--- config.mk ---
export PLATFORM = sky130hd
export DESIGN_NAME = mult_shift_add_ctrl
export DESIGN_NICKNAME = d
export VERILOG_FILES = /design/src/rtl/mult_shift_add_ctrl.sv
export SDC_FILE = /design/constraint.sdc
export NUM_CORES = 1
export LEC_CHECK = 0
export CELL_PAD_IN_SITES_DETAIL_PLACEMENT = 0
export CELL_PAD_IN_SITES_GLOBAL_PLACEMENT = 1
export CORE_MARGIN = 10
export CORE_UTILIZATION = 30
export CTS_BUF_LIST = sky130_fd_sc_hd__clkbuf_8
export CTS_CLUSTER_DIAMETER = 80
export DETAILED_ROUTE_END_ITERATION = 10
export HOLD_SLACK_MARGIN = 0.08
export PLACE_DENSITY_LB_ADDON = 0.1
export SLEW_MARGIN = 40
export SYNTH_ARGS = -nofsm -noshare
export SYNTH_HDL_FRONTEND = slang
export SYNTH_SLANG_ARGS = --single-unit
export TNS_END_PERCENT = 50
--- constraint.sdc ---
create_clock -name Clock -period 1.4 [get_ports Clock]
set_input_delay 0.28 -clock Clock [delete_from_list [all_inputs] [get_ports Clock]]
set_output_delay 0.28 -clock Clock [all_outputs]
set_load 0.1 [all_outputs]
--- src/rtl/mult_shift_add_ctrl.sv ---
// Control FSM for the 32-bit shift-add multiplier: sequences IDLE -> LOAD -> RUN -> DONE.
// Optional build macro MULT_CTRL_EARLY_TERM_EN ends RUN as soon as the B register is zero.
module mult_shift_add_ctrl #(
    parameter int unsigned WIDTH = 32,
    parameter int unsigned CNT_W = 6
) (
    input  logic Clock,
    input  logic Reset,
    input  logic iStart,
    input  logic iB_LSB,
    input  logic iB_Zero,
    output logic b_sel,
    output logic a_sel,
    output logic add_sel,
    output logic prod_sel,
    output logic Shift_Enable,
    output logic oBusy,
    output logic oDone
);

    typedef enum logic [1:0] {
        StIdle = 2'd0,
        StLoad = 2'd1,
        StRun  = 2'd2,
        StDone = 2'd3
    } state_e;

    localparam logic [CNT_W-1:0] LastCnt = CNT_W'(WIDTH - 1);

    state_e           r_state;
    state_e           w_state_next;
    logic [CNT_W-1:0] r_cnt;
    logic [CNT_W-1:0] w_cnt_next;
    logic             w_finish;

`ifdef MULT_CTRL_EARLY_TERM_EN
    // Once B is empty the remaining iterations cannot change Prod.
    assign w_finish = (r_cnt == LastCnt) || iB_Zero;
`else
    logic w_unused_b_zero;
    assign w_unused_b_zero = iB_Zero;
    assign w_finish        = (r_cnt == LastCnt);
`endif

    always_ff @(posedge Clock) begin
        if (Reset) begin
            r_state <= StIdle;
            r_cnt   <= '0;
        end else begin
            r_state <= w_state_next;
            r_cnt   <= w_cnt_next;
        end
    end

    always_comb begin
        w_state_next = r_state;
        w_cnt_next   = r_cnt;
        b_sel        = 1'b1;
        a_sel        = 1'b1;
        prod_sel     = 1'b1;
        add_sel      = 1'b0;
        Shift_Enable = 1'b0;
        oBusy        = 1'b0;
        oDone        = 1'b0;

        unique case (r_state)
            StIdle: begin
                if (iStart) begin
                    w_state_next = StLoad;
                end
            end
            StLoad: begin
                b_sel        = 1'b0;
                a_sel        = 1'b0;
                prod_sel     = 1'b0;
                oBusy        = 1'b1;
                w_cnt_next   = '0;
                w_state_next = StRun;
            end
            StRun: begin
                Shift_Enable = 1'b1;
                oBusy        = 1'b1;
                add_sel      = iB_LSB;
                // Counter holds on the final iteration so it never passes WIDTH-1.
                if (w_finish) begin
                    w_state_next = StDone;
                end else begin
                    w_cnt_next = r_cnt + 1'b1;
                end
            end
            StDone: begin
                oDone        = 1'b1;
                w_state_next = StIdle;
            end
            default: begin
                w_state_next = StIdle;
            end
        endcase
    end

endmodule
==> impl_metrics.xml, run 1 <==
<?xml version="1.0" encoding="UTF-8"?>
<metrics>
  <group name="outcome">
    <metric name="status" unit="">complete, but fails checks</metric>
    <metric name="failed_checks" unit="">setup timing</metric>
  </group>
  <group name="die">
    <metric name="placeableCoreArea" unit="sq mm">0.001506</metric>
    <metric name="core.rowCount" unit="">14</metric>
    <metric name="die_height" unit="um">60.13</metric>
    <metric name="die_outline_area" unit="sq mm">0.003615</metric>
    <metric name="die_width" unit="um">60.13</metric>
    <metric name="io-pin-count" unit="">12</metric>
    <metric name="initial_utilization" unit="">0.3206</metric>
  </group>
  <group name="clocking">
    <metric name="max_root_sink_buffers" unit="">2</metric>
    <metric name="cts.sinks" unit="">8</metric>
    <metric name="tritoncts" unit="">yes</metric>
    <metric name="clk-insertion-delay-late" unit="ps">230</metric>
    <metric name="number_of_buffers_created_by_cts" unit="">3</metric>
    <metric name="worst_setup_hold_path_clk_slew" unit="ps">40</metric>
    <metric name="post_cts_hold_buffer_count" unit="">0</metric>
    <metric name="ctsRootBufferMaster" unit="">sky130_fd_sc_hd__clkbuf_8</metric>
    <metric name="cts-htree-levels" unit="">1</metric>
  </group>
  <group name="grt">
    <metric name="vias_in_the_first_global_route" unit="">378</metric>
    <metric name="grt_pass1_wl" unit="um">1842</metric>
    <metric name="globalRouteOverflowTotal" unit="">0</metric>
    <metric name="groute.usage.overall" unit="">0.06872</metric>
    <metric name="largest_net_degree_at_the_start_of_global_routing" unit="">9</metric>
    <metric name="grt_antenna_before_repair" unit="">0</metric>
  </group>
  <group name="logic_synthesis">
    <metric name="synth.yosys.seq_area_share" unit="">0.3316</metric>
    <metric name="synth-compound-area-share" unit="">0.2228</metric>
    <metric name="average_cell_area_after_synthesis" unit="sq um">8.781</metric>
    <metric name="post_synth_mux_area_share" unit="">0</metric>
    <metric name="yosysWarnings" unit="">0</metric>
    <metric name="synthesis.nets" unit="">65</metric>
    <metric name="synthAdderAreaFrac" unit="">0.1295</metric>
    <metric name="ys_ff_latch" unit="">8</metric>
    <metric name="library_cells_used_by_synthesis" unit="">23</metric>
    <metric name="netlist_area" unit="sq um">483.0</metric>
    <metric name="postSynthCellCount" unit="">55</metric>
    <metric name="synthXorXnorAreaFrac" unit="">0</metric>
    <metric name="synth_top_family_by_area" unit="">simple AND/OR/NAND/NOR gates</metric>
    <metric name="synth-simple-area-share" unit="">0.2306</metric>
  </group>
  <group name="timing">
    <metric name="timing.max_slew.rel_slack" unit="">0.7486</metric>
    <metric name="finalHoldViolCount" unit="">0</metric>
    <metric name="timing.clock.skew" unit="ps">2.529</metric>
    <metric name="worst-slew-pin-transition" unit="ps">377.2</metric>
    <metric name="setup_ws_post_layout" unit="ps">-67.67</metric>
    <metric name="layout_worst_path_cycle_share" unit="">1.048</metric>
    <metric name="period_needed" unit="ps">1468</metric>
    <metric name="setup_viol" unit="">5</metric>
    <metric name="max_frequency" unit="MHz">681.4</metric>
    <metric name="setup_repair_after_global_routing_missed_its_margin" unit="">yes</metric>
    <metric name="timing_max_transition_violations_final" unit="">0</metric>
  </group>
  <group name="critical_path">
    <metric name="timing.setup.critical_path_class" unit="">flop to output pin</metric>
    <metric name="cp-start-kind" unit="">flop</metric>
    <metric name="critPathMaxStageDelay" unit="ps">360</metric>
    <metric name="timing.critical_path.slowest_stage_cell" unit="">sky130_fd_sc_hd__dfxtp_4</metric>
    <metric name="critical_path.cell_chain" unit="">inv_4 &gt; ha_4 &gt; clkinvlp_4 &gt; buf_12</metric>
    <metric name="critical_path_required" unit="ps">1120</metric>
    <metric name="cp_max_fo" unit="">4</metric>
    <metric name="critical_path_arrival" unit="ps">1190</metric>
    <metric name="crit_path_end_kind" unit="">output pin</metric>
  </group>
  <group name="route">
    <metric name="routed_wire_length_per_instance" unit="um">12.74</metric>
    <metric name="drt_wl_total" unit="um">1159</metric>
    <metric name="drt-pass1-iter-count" unit="">4</metric>
    <metric name="drtIter0Drc" unit="">7</metric>
    <metric name="remaining_drc_errors" unit="">0</metric>
    <metric name="avgViaCountPerCell" unit="">4.879</metric>
    <metric name="route.vias.total" unit="">444</metric>
    <metric name="route.antenna.remaining_nets" unit="">0</metric>
  </group>
  <group name="finish">
    <metric name="final_layout_size_suffix_gt1_frac" unit="">0.4800</metric>
    <metric name="postLayoutCellArea" unit="sq um">842.1</metric>
    <metric name="nNetsFinal" unit="">86</metric>
    <metric name="flow.area_growth_from_synthesis" unit="%">74.35</metric>
    <metric name="diodes" unit="">0</metric>
  </group>
  <group name="placement">
    <metric name="io_buffers" unit="">10</metric>
    <metric name="placedInstanceArea" unit="sq um">759.5</metric>
    <metric name="dpl.hpwl" unit="um">896.7</metric>
    <metric name="place_congestion" unit="">0.7227</metric>
  </group>
  <group name="run">
    <metric name="cap_violations" unit="">0</metric>
  </group>
  <group name="min_path">
    <metric name="hold_class" unit="">flop to flop</metric>
  </group>
</metrics>
-- final timing paths --
kind                      startpoint                    end  slack (ps)  cells after the start
min reg2reg    r_cnt[2]$_SDFFE_PP0P_  r_cnt[2]$_SDFFE_PP0P_         570                      2
max          r_state[1]$_SDFFE_PP0P_                  a_sel         -70                      4
max reg2reg  r_state[0]$_SDFFE_PP0P_  r_cnt[5]$_SDFFE_PP0P_          10                      6
min            r_cnt[2]$_SDFFE_PP0P_  r_cnt[2]$_SDFFE_PP0P_         570                      2
-- cells in the final DEF (no fill, tap or decap), drive strengths merged, types with 2 or more instances in the layout --
cell type	n
buf	16
nand3	6
nand2	4
clkdlybuf4s50	3
a211oi	2
a21oi	4
dfxtp	8
o21ai	4
inv	5
nor2	2
clkbuf	3
ha	5
-- what timing repair did --
action	4_1_cts	5_1_grt
endpoints found under the setup margin	5	11
pin swaps	0	2
gates resized for setup	0	3
buffers inserted	2	0
-- critical path, delay by kind of cell (launching register included) --
family	cells	cell delay (ps)
buf+inv	3	450
flops	1	360
fa+ha+maj	1	140
-- through the flow --
stage / hold WS, ps / util / worst slack (ps) / cells / TNS [ps]
after floorplan: 349.4 / - / -247.6 / 55 / -1323
after global placement: 548.5 / 0.5042 / -25.25 / 85 / -43.89
after detailed placement: 553.0 / 0.5042 / -17.13 / 85 / -33.61
after CTS: 564.2 / 0.5523 / -81.69 / 91 / -369.5
after global routing: 586.4 / 0.5590 / -119.7 / 91 / -792.4
final: 566.6 / 0.5590 / -67.67 / 91 / -286.7
-- synth_stat cells, drive strengths merged --
master  instances  area [sq um]
and2            1         6.260
nor4b           1         8.760
inv             5         18.77
o41ai           1         16.27
o31ai           1         7.510
nand2           4         15.01
dfxtp           8         160.2
nand2b          1         6.260
a41o            1         10.01
ha              5         62.56
o21ai           4         20.02
buf             3         22.52
nand3           6         35.03
and4            1         10.01
nor3            1         5.000
a21oi           4         20.02
nor2            2         7.510
or3             1         11.26
a211oi          2         15.01
o211a           1         10.01
nor2b           1         6.260
a31o            1         8.760
-- registers in the layout, indices dropped and copies added (netlist names) --
register	flops
r_cnt	6
r_state	2
-- layer usage --
layer  part of all wire  track usage  wire (um)  vias up
met5                  0            0          0        -
met4             0.0086      0.02885         10        0
met3              0.093      0.05297        108        3
met2               0.47      0.08676        544       13
met1               0.43      0.08284        496      192
li1                   -            -          -      236
-- kinds of logic after synthesis --
family          count (synthesis)
compound gates                 15
fa+ha+maj                       5
buf+inv                         8
flops                           8
simple gates                   19
-- cell type report --
class / count / area, sq um
repair buffers: 19 / 250.2
multi-input cells: 39 / 331.6
inverters: 5 / 27.53
clock buffers: 3 / 41.29
flip-flops and latches: 8 / 167.7
well taps: 16 / 20.02
fillers: 137 / 664.4
clock inverters: 1 / 3.754
Power of run 1 is left out: the tool's default activity adds up to more than one toggle a clock period on the data nets, which glitch-free logic cannot reach.
==> run 2: changes to the inputs <==
Settings changed: CORE_MARGIN 10 to 2, CORE_UTILIZATION 30 to 32.
==> impl_metrics.xml, run 2 (synthesis gave the netlist of run 1 again) <==
<?xml version="1.0" encoding="UTF-8"?>
<metrics>
  <group name="route">
    <metric name="drt_wl_total" unit="um">1123</metric>
    <metric name="drtIter0Drc" unit="">6</metric>
    <metric name="remaining_drc_errors" unit="">0</metric>
    <metric name="routed_wire_length_per_instance" unit="um">11.95</metric>
    <metric name="drt-pass1-iter-count" unit="">4</metric>
    <metric name="route.vias.total" unit="">453</metric>
    <metric name="avgViaCountPerCell" unit="">4.819</metric>
    <metric name="route.antenna.remaining_nets" unit="">0</metric>
  </group>
  <group name="timing">
    <metric name="layout_worst_path_cycle_share" unit="">1.049</metric>
    <metric name="finalHoldViolCount" unit="">0</metric>
    <metric name="max_frequency" unit="MHz">681.1</metric>
    <metric name="timing.clock.skew" unit="ps">2.640</metric>
    <metric name="setup_ws_post_layout" unit="ps">-68.13</metric>
    <metric name="setup_viol" unit="">5</metric>
    <metric name="timing_max_transition_violations_final" unit="">0</metric>
    <metric name="period_needed" unit="ps">1468</metric>
    <metric name="timing.max_slew.rel_slack" unit="">0.8478</metric>
    <metric name="worst-slew-pin-transition" unit="ps">225.9</metric>
    <metric name="total_negative_slack_for_setup_checks" unit="ps">-259.8</metric>
    <metric name="setup_repair_after_global_routing_missed_its_margin" unit="">yes</metric>
  </group>
  <group name="die">
    <metric name="die_width" unit="um">42.85</metric>
    <metric name="die_height" unit="um">42.85</metric>
    <metric name="initial_utilization" unit="">0.3322</metric>
    <metric name="io-pin-count" unit="">12</metric>
    <metric name="core.rowCount" unit="">14</metric>
    <metric name="die_outline_area" unit="sq mm">0.001836</metric>
    <metric name="placeableCoreArea" unit="sq mm">0.001454</metric>
  </group>
  <group name="finish">
    <metric name="largest-register" unit="">r_cnt</metric>
    <metric name="largest_reg_flops" unit="">6</metric>
    <metric name="layoutNonFillerInstCount" unit="">94</metric>
    <metric name="nNetsFinal" unit="">89</metric>
    <metric name="final_common_cell" unit="">sky130_fd_sc_hd__buf_4</metric>
    <metric name="postLayoutCellArea" unit="sq um">870.8</metric>
    <metric name="diodes" unit="">0</metric>
    <metric name="final_layout_size_suffix_gt1_frac" unit="">0.5128</metric>
    <metric name="reg.largest.list" unit="">r_cnt: 6 flops, r_state: 2 flops</metric>
    <metric name="mostFrequentLayoutCells" unit="">sky130_fd_sc_hd__buf_4, sky130_fd_sc_hd__buf_12, sky130_fd_sc_hd__dfxtp_1</metric>
    <metric name="fillCellCount" unit="">130</metric>
    <metric name="flow.area_growth_from_synthesis" unit="%">80.31</metric>
  </group>
  <group name="grt">
    <metric name="vias_in_the_first_global_route" unit="">459</metric>
    <metric name="groute.usage.overall" unit="">0.1437</metric>
    <metric name="largest_net_degree_at_the_start_of_global_routing" unit="">7</metric>
    <metric name="grt_pass1_wl" unit="um">1925</metric>
    <metric name="globalRouteOverflowTotal" unit="">0</metric>
    <metric name="grt_antenna_before_repair" unit="">0</metric>
  </group>
  <group name="placement">
    <metric name="dpl.hpwl" unit="um">888.7</metric>
    <metric name="place_congestion" unit="">0.7075</metric>
    <metric name="io_buffers" unit="">10</metric>
    <metric name="dpl.cell_count" unit="">85</metric>
    <metric name="placedInstanceArea" unit="sq um">759.5</metric>
  </group>
  <group name="critical_path">
    <metric name="critical_path_arrival" unit="ps">1190</metric>
    <metric name="cp-start-kind" unit="">flop</metric>
    <metric name="crit_path_end_kind" unit="">output pin</metric>
    <metric name="critical_path_required" unit="ps">1120</metric>
    <metric name="cp_max_fo" unit="">4</metric>
    <metric name="timing.setup.critical_path_class" unit="">flop to output pin</metric>
  </group>
  <group name="clocking">
    <metric name="cts.sinks" unit="">8</metric>
    <metric name="number_of_buffers_created_by_cts" unit="">3</metric>
    <metric name="worst_setup_hold_path_clk_slew" unit="ps">50</metric>
    <metric name="tritoncts" unit="">yes</metric>
    <metric name="cts-htree-levels" unit="">1</metric>
    <metric name="ctsRootBufferMaster" unit="">sky130_fd_sc_hd__clkbuf_8</metric>
    <metric name="max_root_sink_buffers" unit="">2</metric>
    <metric name="clk-insertion-delay-late" unit="ps">230</metric>
    <metric name="post_cts_hold_buffer_count" unit="">0</metric>
  </group>
  <group name="min_path">
    <metric name="hold_class" unit="">flop to flop</metric>
  </group>
  <group name="run">
    <metric name="cap_violations" unit="">0</metric>
  </group>
  <group name="outcome">
    <metric name="status" unit="">complete, but fails checks</metric>
    <metric name="failed_checks" unit="">setup timing</metric>
  </group>
</metrics>
run 2: per-stage QoR:
step                      hold slack, ps  worst slack (ps)  utilization
after floorplan                    349.4            -247.6            -
after global placement             545.5            -22.72       0.5224
after detailed placement           552.5            -24.51       0.5224
after CTS                          563.2            -69.48       0.5800
after global routing               584.4            -112.9       0.5990
final                              563.5            -68.13       0.5990
run 2: worst paths after layout:
| check | start | slack, ps | endpoint | cells after the start |
|---|---|---|---|---|
| hold reg to reg | r_cnt[2]$_SDFFE_PP0P_ | 560 | r_cnt[2]$_SDFFE_PP0P_ | 2 |
| setup reg to reg | r_state[0]$_SDFFE_PP0P_ | 0 | r_cnt[5]$_SDFFE_PP0P_ | 6 |
| hold / removal | r_cnt[2]$_SDFFE_PP0P_ | 560 | r_cnt[2]$_SDFFE_PP0P_ | 2 |
| setup / recovery | r_state[1]$_SDFFE_PP0P_ | -70 | b_sel | 4 |
run 2: worst max-delay path: stages (launching register included):
cell	delay [ps]
sky130_fd_sc_hd__dfxtp_4	360
sky130_fd_sc_hd__inv_4	80
sky130_fd_sc_hd__ha_4	150
sky130_fd_sc_hd__clkinvlp_4	160
sky130_fd_sc_hd__buf_12	210
run 2: final cells by class:
type | instances | area (sq um) | area share
Sequential cell | 8 | 167.7 | 0.1925
Clock buffer | 3 | 41.29 | 0.04741
Clock inverter | 1 | 3.754 | 0.004310
Inverter | 5 | 27.53 | 0.03161
Multi-Input combinational cell | 39 | 342.8 | 0.3937
Timing Repair Buffer | 22 | 267.8 | 0.3075
Tap cell | 16 | 20.02 | 0.02299
run 2: what timing repair did:
item | 4_1_cts | 5_1_grt
pin swaps | 0 | 2
endpoints found under the setup margin | 5 | 12
gates resized for setup | 3 | 4
buffers inserted | 3 | 2
run 2: routing by layer:
metal | vias up | GRT usage | part of all wire
li1 | 246 | - | -
met1 | 198 | 0.1813 | 0.50
met2 | 9 | 0.2121 | 0.47
met3 | 0 | 0.03830 | 0.034
met4 | 0 | 0.09375 | 0
met5 | - | 0 | 0
Power of run 2 is left out for the same reason.
==> run 3: changes to the inputs <==
Settings changed: ABC_AREA set to 1, ABC_CLOCK_PERIOD_IN_PS set to 1400, CORE_UTILIZATION 32 to 31.
==> impl_metrics.xml, run 3 <==
<?xml version="1.0" encoding="UTF-8"?>
<metrics>
  <group name="outcome">
    <metric name="status" unit="">complete, but fails checks</metric>
    <metric name="failed_checks" unit="">setup timing</metric>
  </group>
  <group name="clocking">
    <metric name="max_root_sink_buffers" unit="">2</metric>
    <metric name="clk-insertion-delay-late" unit="ps">220</metric>
    <metric name="tritoncts" unit="">yes</metric>
    <metric name="post_cts_hold_buffer_count" unit="">0</metric>
    <metric name="number_of_buffers_created_by_cts" unit="">3</metric>
    <metric name="cts.sinks" unit="">8</metric>
    <metric name="cts-htree-levels" unit="">1</metric>
    <metric name="ctsRootBufferMaster" unit="">sky130_fd_sc_hd__clkbuf_8</metric>
    <metric name="worst_setup_hold_path_clk_slew" unit="ps">40</metric>
  </group>
  <group name="finish">
    <metric name="largest-register" unit="">r_cnt</metric>
    <metric name="fillCellCount" unit="">145</metric>
    <metric name="largest_reg_flops" unit="">6</metric>
    <metric name="nNetsFinal" unit="">95</metric>
    <metric name="sequential_cell_area" unit="sq um">165.2</metric>
    <metric name="layoutNonFillerInstCount" unit="">99</metric>
    <metric name="flow.area_growth_from_synthesis" unit="%">59.60</metric>
    <metric name="final_layout_size_suffix_gt1_frac" unit="">0.3373</metric>
    <metric name="final_common_cell" unit="">sky130_fd_sc_hd__nand2_1</metric>
    <metric name="reg.largest.list" unit="">r_cnt: 6 flops, r_state: 2 flops</metric>
    <metric name="multiInputGateArea" unit="sq um">324.1</metric>
    <metric name="diodes" unit="">0</metric>
    <metric name="mostFrequentLayoutCells" unit="">sky130_fd_sc_hd__nand2_1, sky130_fd_sc_hd__a21oi_1, sky130_fd_sc_hd__nand3_1, sky130_fd_sc_hd__buf_12</metric>
  </group>
  <group name="die">
    <metric name="die_outline_area" unit="sq mm">0.001934</metric>
    <metric name="die_width" unit="um">43.98</metric>
    <metric name="initial_utilization" unit="">0.3289</metric>
    <metric name="placeableCoreArea" unit="sq mm">0.001506</metric>
    <metric name="die_height" unit="um">43.98</metric>
    <metric name="io-pin-count" unit="">12</metric>
    <metric name="core.rowCount" unit="">14</metric>
  </group>
  <group name="logic_synthesis">
    <metric name="synthesis.nets" unit="">80</metric>
    <metric name="synth-edff-count" unit="">0</metric>
    <metric name="yosys_most_used_dff" unit="">sky130_fd_sc_hd__dfxtp_1</metric>
    <metric name="synth-simple-area-share" unit="">0.2424</metric>
    <metric name="netlist_area" unit="sq um">495.5</metric>
    <metric name="post-synth-top-area-fraction" unit="">0.3232</metric>
    <metric name="synthAdderAreaFrac" unit="">0.1263</metric>
    <metric name="synth.yosys.seq_area_share" unit="">0.3232</metric>
    <metric name="async_reset_ff_frac" unit="">0</metric>
    <metric name="synth-compound-area-share" unit="">0.1944</metric>
    <metric name="synth_most_common_cell" unit="">sky130_fd_sc_hd__nand2_1</metric>
    <metric name="average_cell_area_after_synthesis" unit="sq um">7.078</metric>
    <metric name="post_synth_mux_area_share" unit="">0</metric>
    <metric name="ys_top_cells_by_area" unit="">sky130_fd_sc_hd__dfxtp_1, sky130_fd_sc_hd__ha_1, sky130_fd_sc_hd__nand2_1</metric>
    <metric name="synth_largest_area_cell" unit="">sky130_fd_sc_hd__dfxtp_1</metric>
    <metric name="yosysWarnings" unit="">0</metric>
    <metric name="synthXorXnorAreaFrac" unit="">0</metric>
    <metric name="postSynthCellCount" unit="">70</metric>
    <metric name="post_synth_most_frequent_cells" unit="">sky130_fd_sc_hd__nand2_1, sky130_fd_sc_hd__inv_1, sky130_fd_sc_hd__a21oi_1, sky130_fd_sc_hd__dfxtp_1, sky130_fd_sc_hd__nand3_1</metric>
    <metric name="synth_top_family_by_area" unit="">simple AND/OR/NAND/NOR gates</metric>
    <metric name="ys_ff_latch" unit="">8</metric>
    <metric name="library_cells_used_by_synthesis" unit="">12</metric>
  </group>
  <group name="route">
    <metric name="drt-pass1-iter-count" unit="">3</metric>
    <metric name="remaining_drc_errors" unit="">0</metric>
    <metric name="routed_wire_length_per_instance" unit="um">10.33</metric>
    <metric name="drtIter0Drc" unit="">9</metric>
    <metric name="drt_wl_total" unit="um">1023</metric>
    <metric name="route.vias.total" unit="">471</metric>
    <metric name="route.antenna.remaining_nets" unit="">0</metric>
    <metric name="avgViaCountPerCell" unit="">4.758</metric>
  </group>
  <group name="critical_path">
    <metric name="critical_path.startpoint" unit="">r_state[1]$_SDFFE_PP0P_</metric>
    <metric name="worstReg2RegStart" unit="">r_cnt[0]$_SDFFE_PP0P_</metric>
    <metric name="cp_max_fo" unit="">4</metric>
    <metric name="cp-start-kind" unit="">flop</metric>
    <metric name="crit_path_end_kind" unit="">output pin</metric>
    <metric name="critical_path_required" unit="ps">1120</metric>
    <metric name="timing.setup.critical_path_class" unit="">flop to output pin</metric>
    <metric name="critical_path_arrival" unit="ps">1170</metric>
  </group>
  <group name="timing">
    <metric name="timing.clock.skew" unit="ps">0.2637</metric>
    <metric name="setup_viol" unit="">5</metric>
    <metric name="timing_max_transition_violations_final" unit="">0</metric>
    <metric name="worst-slew-pin-transition" unit="ps">271.0</metric>
    <metric name="timing.max_slew.rel_slack" unit="">0.8188</metric>
    <metric name="max_frequency" unit="MHz">689.2</metric>
    <metric name="total_negative_slack_for_setup_checks" unit="ps">-165.8</metric>
    <metric name="setup_ws_post_layout" unit="ps">-51.02</metric>
    <metric name="finalHoldViolCount" unit="">0</metric>
    <metric name="layout_worst_path_cycle_share" unit="">1.036</metric>
    <metric name="setup_repair_after_global_routing_missed_its_margin" unit="">yes</metric>
    <metric name="period_needed" unit="ps">1451</metric>
  </group>
  <group name="grt">
    <metric name="grt_antenna_before_repair" unit="">0</metric>
    <metric name="largest_net_degree_at_the_start_of_global_routing" unit="">9</metric>
    <metric name="top_usage_layer" unit="">met2</metric>
    <metric name="groute.layer.met2.usage" unit="">0.2176</metric>
    <metric name="use_met3" unit="">0.02917</metric>
    <metric name="grt.met1_usage" unit="">0.1646</metric>
    <metric name="vias_in_the_first_global_route" unit="">490</metric>
    <metric name="grt_pass1_wl" unit="um">1938</metric>
    <metric name="groute.usage.overall" unit="">0.1345</metric>
    <metric name="globalRouteOverflowTotal" unit="">0</metric>
  </group>
  <group name="placement">
    <metric name="io_buffers" unit="">10</metric>
    <metric name="dpl.hpwl" unit="um">803.2</metric>
    <metric name="dpl.cell_count" unit="">95</metric>
    <metric name="place_congestion" unit="">0.6867</metric>
  </group>
  <group name="min_path">
    <metric name="hold_class" unit="">flop to flop</metric>
    <metric name="min-delay-start" unit="">r_cnt[5]$_SDFFE_PP0P_</metric>
  </group>
  <group name="run">
    <metric name="cap_violations" unit="">0</metric>
  </group>
</metrics>
run 3: changes by cell type in the layout (fill, tap and decap cells not counted), moves of 2 or more:
cell and delta:
sky130_fd_sc_hd__buf_4 -9, sky130_fd_sc_hd__inv_2 +2, sky130_fd_sc_hd__nand2_2 +2, sky130_fd_sc_hd__nand3_2 -2, sky130_fd_sc_hd__nor2_1 +2, sky130_fd_sc_hd__inv_1 +3
sky130_fd_sc_hd__a211oi_1 -2, sky130_fd_sc_hd__nand2_1 +9, sky130_fd_sc_hd__nand3_1 +3, sky130_fd_sc_hd__a21oi_1 +7, sky130_fd_sc_hd__a21oi_2 -2
run 3: logic make-up after synthesis:
group           count (synthesis)
compound gates                 16
flops                           8
simple gates                   28
fa+ha+maj                       5
buf+inv                        13
run 3: worst paths after layout:
kind / endpoint / slack, ps / depth (start not counted)
setup / recovery: oBusy / -50 / 3
hold / removal: r_cnt[5]$_SDFFE_PP0P_ / 500 / 2
setup reg to reg: r_state[1]$_SDFFE_PP0P_ / 110 / 6
hold reg to reg: r_cnt[5]$_SDFFE_PP0P_ / 500 / 2
run 3: layout make-up:
| class | instances | share of cell area |
|---|---|---|
| Sequential cell | 8 | 0.2089 |
| Multi-Input combinational cell | 49 | 0.4098 |
| Tap cell | 16 | 0.02532 |
| Inverter | 11 | 0.06487 |
| Clock buffer | 3 | 0.05222 |
| Timing Repair Buffer | 12 | 0.2389 |
run 3: layer usage:
layer  part of all wire  wire length, um
met1               0.50              509
met2               0.46              472
met3              0.030               31
met4             0.0088                9
met5                  0                0
run 3: critical path, cell delays in order, from the launching register on:
cell	delay, ps
sky130_fd_sc_hd__dfxtp_4	370
sky130_fd_sc_hd__inv_4	50
sky130_fd_sc_hd__ha_2	350
sky130_fd_sc_hd__buf_12	180
run 3: repair_timing:
item | 4_1_cts | 5_1_grt
setup endpoints to repair | 5 | 11
pin swaps | 1 | 3
buffers inserted | 0 | 1
resized for setup | 5 | 4
run 3: through the flow:
stage | instance area, sq um | setup WS (ps) | hold slack (ps) | util
6_report | 790.8 | -51.02 | 503.8 | 0.5249
5_1_grt | 790.8 | -95.65 | 538.0 | 0.5249
4_1_cts | 768.2 | -63.43 | 500.5 | 0.5100
3_5_place_dp | 715.7 | 55.80 | 494.4 | 0.4751
3_3_place_gp | 715.7 | 59.16 | 488.3 | 0.4751
2_1_floorplan | 558.0 | -242.6 | 341.7 | -
Power of run 3 is left out for the same reason.
